[config.mk]
export PLATFORM = sky130hd
export DESIGN_NAME = cs_frame_gen
export DESIGN_NICKNAME = d
export VERILOG_FILES = /design/src/rtl/cs_frame_gen.sv
export SDC_FILE = /design/constraint.sdc
export NUM_CORES = 1
export LEC_CHECK = 0
export CORE_AREA = 5 5 61 63
export CTS_BUF_LIST = sky130_fd_sc_hd__clkbuf_8
export DETAILED_ROUTE_END_ITERATION = 10
export DIE_AREA = 0 0 66 68
export DONT_BUFFER_PORTS = 1
export GPL_ROUTABILITY_DRIVEN = 0
export PLACE_DENSITY = 0.78
export SLEW_MARGIN = 20
export SYNTH_ARGS = -nofsm -noshare
export SYNTH_HDL_FRONTEND = slang
export SYNTH_SLANG_ARGS = --single-unit
[constraint.sdc]
create_clock -name clk -period 1.6 [get_ports clk]
set_input_delay 0.32 -clock clk [delete_from_list [all_inputs] [get_ports clk]]
set_output_delay 0.32 -clock clk [all_outputs]
set_load 0.01 [all_outputs]
[src/rtl/cs_frame_gen.sv]
// Multi-channel chip-select frame generator: setup guard, divided tick train, hold guard.
// Optional back-to-back frame repeat while start stays high: define CS_FRAME_REPEAT_EN.
module cs_frame_gen #(
  parameter  int N_CH      = 2,
  parameter  int CNT_WIDTH = 5,
  parameter  int DIV_WIDTH = 8,
  parameter  int SETUP     = 1,
  parameter  int HOLD      = 1,
  localparam int CH_W      = (N_CH > 1) ? $clog2(N_CH) : 1
) (
  input  logic                 clk,
  input  logic                 rst,
  input  logic                 start,
  input  logic                 abort,
  input  logic [CH_W-1:0]      ch_sel,
  input  logic [CNT_WIDTH-1:0] frame_len,
  input  logic [DIV_WIDTH-1:0] div,
  output logic [N_CH-1:0]      cs,
  output logic                 tick,
  output logic                 busy,
  output logic                 done
);

  localparam int GMAX = (SETUP > HOLD) ? SETUP : HOLD;
  localparam int GW   = (GMAX > 1) ? $clog2(GMAX) : 1;

  typedef enum logic [1:0] {S_IDLE, S_SETUP, S_ACTIVE, S_HOLD} state_t;
  localparam state_t FIRST = (SETUP == 0) ? S_ACTIVE : S_SETUP;

  state_t               state, nstate;
  logic                 start_q, start_edge;
  logic                 load, done_nxt;
  logic [CH_W-1:0]      ch_q;
  logic [CNT_WIDTH-1:0] len_q, tcnt;
  logic [DIV_WIDTH-1:0] div_q, phase;
  logic [GW-1:0]        gcnt;
  logic                 cfg_ok, setup_end, hold_end, last_wrap, frame_end;

  assign start_edge = start & ~start_q;
  assign cfg_ok     = (frame_len != '0) && (32'(ch_sel) < 32'(N_CH));
  assign setup_end  = (gcnt == GW'(SETUP - 1));
  assign hold_end   = (gcnt == GW'(HOLD - 1));
  assign last_wrap  = (state == S_ACTIVE) && (phase == div_q) &&
                      (tcnt == len_q - CNT_WIDTH'(1));
  assign frame_end  = (HOLD == 0) ? last_wrap : ((state == S_HOLD) && hold_end);

  // start_q resets high so a start held through reset is not seen as an edge
  always_ff @(posedge clk or posedge rst) begin
    if (rst) begin
      state   <= S_IDLE;
      start_q <= 1'b1;
      done    <= 1'b0;
    end else begin
      state   <= nstate;
      start_q <= start;
      done    <= done_nxt;
    end
  end

  always_comb begin
    nstate   = state;
    load     = 1'b0;
    done_nxt = 1'b0;
    unique case (state)
      S_IDLE:   if (start_edge && cfg_ok) begin
                  load   = 1'b1;
                  nstate = FIRST;
                end
      S_SETUP:  if (setup_end) nstate = S_ACTIVE;
      S_ACTIVE: if (last_wrap) nstate = (HOLD == 0) ? S_IDLE : S_HOLD;
      S_HOLD:   if (hold_end) nstate = S_IDLE;
      default:  nstate = S_IDLE;
    endcase
    if (frame_end) begin
      done_nxt = 1'b1;
`ifdef CS_FRAME_REPEAT_EN
      if (start && cfg_ok) begin
        load   = 1'b1;
        nstate = FIRST;
      end
`endif
    end
    if (abort && state != S_IDLE) begin
      nstate   = S_IDLE;
      load     = 1'b0;
      done_nxt = 1'b0;
    end
  end

  always_comb begin
    busy = (state != S_IDLE);
    cs   = busy ? (N_CH'(1) << ch_q) : '0;
    tick = (state == S_ACTIVE) && (phase == '0);
  end

  // config latch and counters; load clears everything for the new frame
  always_ff @(posedge clk or posedge rst) begin
    if (rst) begin
      ch_q  <= '0;
      len_q <= '0;
      div_q <= '0;
      phase <= '0;
      tcnt  <= '0;
      gcnt  <= '0;
    end else if (load) begin
      ch_q  <= ch_sel;
      len_q <= frame_len;
      div_q <= div;
      phase <= '0;
      tcnt  <= '0;
      gcnt  <= '0;
    end else begin
      unique case (state)
        S_SETUP:  gcnt <= setup_end ? '0 : gcnt + GW'(1);
        S_ACTIVE: if (phase == div_q) begin
                    phase <= '0;
                    tcnt  <= tcnt + CNT_WIDTH'(1);
                  end else begin
                    phase <= phase + DIV_WIDTH'(1);
                  end
        S_HOLD:   gcnt <= gcnt + GW'(1);
        default:  ;
      endcase
    end
  end

endmodule

# After elaboration in Yosys (flattened, before gate mapping)
# Index checks and enable logic that the tools add are counted.
# word_totals
regBits	32
inputBits	18
out_inout_bits	5
elab_cells	62
# classes
add_sub_neg	4
eq_ne	9
shift	1
mux	21
n_bitwise	3
reduce_logical	15
# ops
cell	n
$mux 8	3
$mux 5	3
$mux 2	6
$ne 3x3->1 const B	3
$add 8x1->8 const B	1
$eq 8x8->1	1
$logic_not 8->1	1
$pmux 2 s4	1
$mux 1	7
$logic_and 1x1->1	6
$reduce_bool 2->1	3
$add 5x1->5 const B	1
$eq 5x5->1	1
$reduce_bool 5->1	1
$sub 5x1->5 const B	1
$eq 2x2->1 const B	2
$reduce_and 4->1	1
$ne 3x2->1 const B	1
$reduce_bool 3->1	1
$eq 2x1->1 const B	1
$logic_not 2->1	1
$not 1->1	2
$pmux 1 s2	1
$reduce_and 2->1	1
other kinds (3)	3

# Logic depth before layout (Yosys ltp)
# logic_depth
word_depth	8
mapped_depth	8
depth_no_buf	8

# Worst setup path before layout
# No wires, ideal clock.
# synth_path
path_type	reg2out
start	register state[0]
end	output tick
arrival_ns	1.392
t_required_ns	1.280
path_slack_ns	-0.112
stages_incl_launch_ff	7
n_path_buf	1
path_cell_list	dfrtp_1 > inv_1 > ha_1 > clkbuf_1 > inv_1 > nor4_1 > and4b_1
# synth_via
elab_chain_cells	2
# synth_lines
element	line	source
start: declaration	30	state_t state, nstate;
start signal: assignment	54	state <= nstate;
$eq 2x2->1	93	tick = (state == S_ACTIVE) && (phase == '0);
$logic_and 1x1->1	93	
end: declaration	19	output logic tick,
# No other way between the ends.

# Final worst setup path
# layout_path
start	register state[0]
end	output cs[1]
# layout_via
elab_chain_cells	2
# layout_lines
element	line	source
$reduce_bool 2->1	91	busy = (state != S_IDLE);
$mux 2	92	cs = busy ? (N_CH'(1) << ch_q) : '0;
end: declaration	18	output logic [N_CH-1:0] cs,
# No other way between the ends.

==> results.py <==
metrics = {
    "pwr": {
        "power.density_nw_per_um2": 1870,
        "vdd.ir_drop.worst_mv": 1.10,
        "p_leak_uw": 0.00112,
    },
    "final_layout": {
        "insertedDiodeCount": 0,
        "most-common-layout-cells": "40 x sky130_fd_sc_hd__nand2_1, 31 x sky130_fd_sc_hd__dfrtp_1, 22 x sky130_fd_sc_hd__buf_4",
        "final_net_count": 256,
        "drive_above_1_share_pct": 35.1,
        "mostFrequentLayoutCell": "sky130_fd_sc_hd__nand2_1",
        "syn2layout_area_growth_pct": 35.0,
    },
    "critical_path": {
        "critical_path.startpoint_type": "register",
        "path_cells": "inv_2 -> buf_6 -> buf_6 -> ha_4 -> buf_6 -> nor2b_4",
        "cp.required_ns": 1.28,
        "cp_common_cell": "sky130_fd_sc_hd__buf_6",
        "cp_max_fo": 4,
        "setup.worst_path.class": "reg2out",
        "slowest_delay_ns": 0.38,
        "cp_slowest_cell": "sky130_fd_sc_hd__dfrtp_1",
        "path_delay_family": "buffers and inverters",
        "sum_of_buffers_and_inverters_on_the_critical_path": 4,
        "endpoint_kind": "primary output",
        "arrival_ns": 1.42,
    },
    "clock_tree": {
        "cts_buffer_depth": 2,
        "cts_root_buffer": "sky130_fd_sc_hd__clkbuf_8",
        "worst_skew_pair.late_latency_ns": 0.29,
        "postCtsHoldBufs": 0,
        "tritoncts_num_sinks": 32,
        "numCtsBuffers": 5,
        "tritoncts": "yes",
        "cts_max_level": 2,
        "clk_pin_slew_ns": 0.08,
    },
    "run_status": {
        "outcome": "finished, violations left",
        "violations": "negative hold slack, negative setup slack",
    },
    "timing": {
        "timing_hold_violations_final": 9,
        "slew_violations": 0,
        "layout_setup_ws_ns": -0.140,
        "tightestPinTransition_ns": 0.407,
        "timing.clock.skew_ns": 0.00919,
        "setup_violations": 10,
        "setup_repair_after_global_routing_missed_its_margin": "yes",
        "maxClockFrequency_mhz": 575,
        "setup_tns_ns": -0.720,
        "finalHoldWorstSlack_ns": -0.00369,
        "layout_worst_path_cycle_share_pct": 109,
        "min_period_ns": 1.74,
        "timing.max_slew.rel_slack_pct": 72.8,
    },
    "floorplanning": {
        "core_region_area_sq_um": 3180,
        "boundaryPins": 23,
        "rows": 21,
        "chipWidth_um": 66,
        "die_area_sq_um": 4490,
        "die_h_um": 68,
        "initial_utilization_pct": 55.4,
    },
    "detailed_routing": {
        "drt-vias-per-instance": 5.68,
        "final_antenna_net_count": 0,
        "wl_per_cell_um": 18.0,
        "detailroute.via_count": 1572,
        "detail_route.drc_violations": 0,
        "drt_wl_total_um": 4990,
        "drt_first_iter_violations": 69,
        "dr.pass1.iters": 4,
    },
    "logic_synthesis": {
        "seq_area_frac_synth_pct": 45.6,
        "synth_ff_type": "sky130_fd_sc_hd__dfrtp_1",
        "syn-mean-instance-area_sq_um": 9.07,
        "ys_warn_count": 0,
        "synth.distinct_cells": 36,
        "syn-num-nets": 220,
        "syn_area_sq_um": 1760,
        "number_of_storage_elements_in_the_synthesis_netlist": 32,
        "synth_cells": 194,
        "post_synth_arst_share_pct": 100,
        "synth-edff-count": 0,
    },
    "global_route": {
        "overflow": 0,
        "first_global_vias": 1606,
        "wire_length_of_the_first_global_routing_pass_um": 7390,
        "grt_antenna_before_repair": 0,
        "gr-usage-all-layers_pct": 22.0,
        "grt_max_degree": 33,
    },
    "flow_run": {
        "max_cap_viol_count": 0,
    },
    "place": {
        "sum_of_net_half_perimeters_after_detailed_placement_um": 2900,
        "io_buffers": 0,
    },
    "min_path": {
        "hold_path.class": "in2async",
    },
}
## per-stage QoR
stage / std cells / area (sq um) / utilization, % / power [uW] / worst slack [ns]
final: 277 / 2380 / 74.8 / 4440 / -0.140
after global routing: 277 / 2380 / 74.8 / 4710 / -0.250
after CTS: 271 / 2230 / 70.2 / 4090 / -0.198
after detailed placement: 254 / 1920 / 60.5 / 2780 / -0.193
after global placement: 254 / 1920 / 60.5 / 2650 / -0.0714
after floorplan: 194 / 1760 / - / 2290 / -0.0568
## cells by family (layout without fill, tap and decap cells)
| family | after synthesis | count (layout) | synth area share (%) |
|---|---|---|---|
| and+or+nand+nor | 95 | 98 | 24.8 |
| DFF | 32 | 32 | 45.6 |
| xor gates and xnor gates | 23 | 23 | 11.4 |
| AOI/OAI and AO/OA | 19 | 19 | 7.18 |
| buffers and inverters | 16 | 50 | 4.76 |
| adders and majority gates | 8 | 8 | 5.69 |
| muxes | 1 | 1 | 0.569 |
## final cells by class
cell class,instances,area (sq um)
multi-input combinational,149,1070
inverter,10,43.8
tap,46,57.6
sequential,32,802
timing repair buffer,32,278
clock inverter,1,30.0
clock buffer,7,96.3
fill,196,802
## path summary, 6_finish.rpt
path                                       from                    to  slack [ns]  cells past startpoint
setup / recovery           state[0]$_DFFE_PP0P_                 cs[1]       -0.14                      6
hold / removal                              rst  phase[2]$_DFFE_PP0P_      -0.004                      2
setup reg to reg           len_q[1]$_DFFE_PP0P_  state[1]$_DFFE_PP0P_       -0.12                      8
hold reg to reg            len_q[4]$_DFFE_PP0P_  len_q[4]$_DFFE_PP0P_        0.49                      2
max in group asynchronous                   rst     start_q$_DFF_PP1_        1.27                      2
min in group clk                          start     start_q$_DFF_PP1_        0.02                      0
## power by group
part           internal, uW  total, uW  switching (uW)
logic                  1130       2240            1100
registers              1070       1330             257
clock network           550        874             325
total                  2750       4440            1690
## cell usage after synthesis (2+ instances only)
cell                       instances  share of area, %
sky130_fd_sc_hd__nor4_1            2              0.71
sky130_fd_sc_hd__inv_1            10               2.1
sky130_fd_sc_hd__buf_6             3               1.9
sky130_fd_sc_hd__a21oi_1           6               1.7
sky130_fd_sc_hd__nor2b_1           3               1.1
sky130_fd_sc_hd__o21ai_0           4               1.1
sky130_fd_sc_hd__nand4_1           6               2.1
sky130_fd_sc_hd__clkbuf_1          2              0.43
sky130_fd_sc_hd__nor2_1           20               4.3
sky130_fd_sc_hd__nand2b_1          3               1.1
sky130_fd_sc_hd__dfrtp_1          31                44
sky130_fd_sc_hd__nand3_1           7               2.0
sky130_fd_sc_hd__and3_1            2              0.71
sky130_fd_sc_hd__ha_1              8               5.7
sky130_fd_sc_hd__xor2_1            9               4.5
sky130_fd_sc_hd__xnor2_1          14               7.0
sky130_fd_sc_hd__nor3_1            2              0.57
sky130_fd_sc_hd__nand2_1          44               9.4
## sequential cells by signal, summed over array words and instances, names as in the netlist
name	flops
gcnt	1
done	1
state	2
ch_q	1
len_q	5
div_q	8
tcnt	5
start_q	1
phase	8
## what timing repair did
action,in CTS,in global routing
pin swaps,11,12
gates cloned,0,3
buffers inserted,9,3
resized for setup,32,24
setup endpoints to repair,11,34
## metal layers
metal  wire [um]  global-route usage, %  vias to the layer above  share of wire [%]
li1            -                      -                      720                  -
met1        1970                   26.2                      779                 39
met2        2620                   37.2                       61                 52
met3         309                   5.75                       12                6.2
met4         101                   10.7                        0                2.0
met5           0                      0                        -                  0
(Power assumes the default switching activity.)
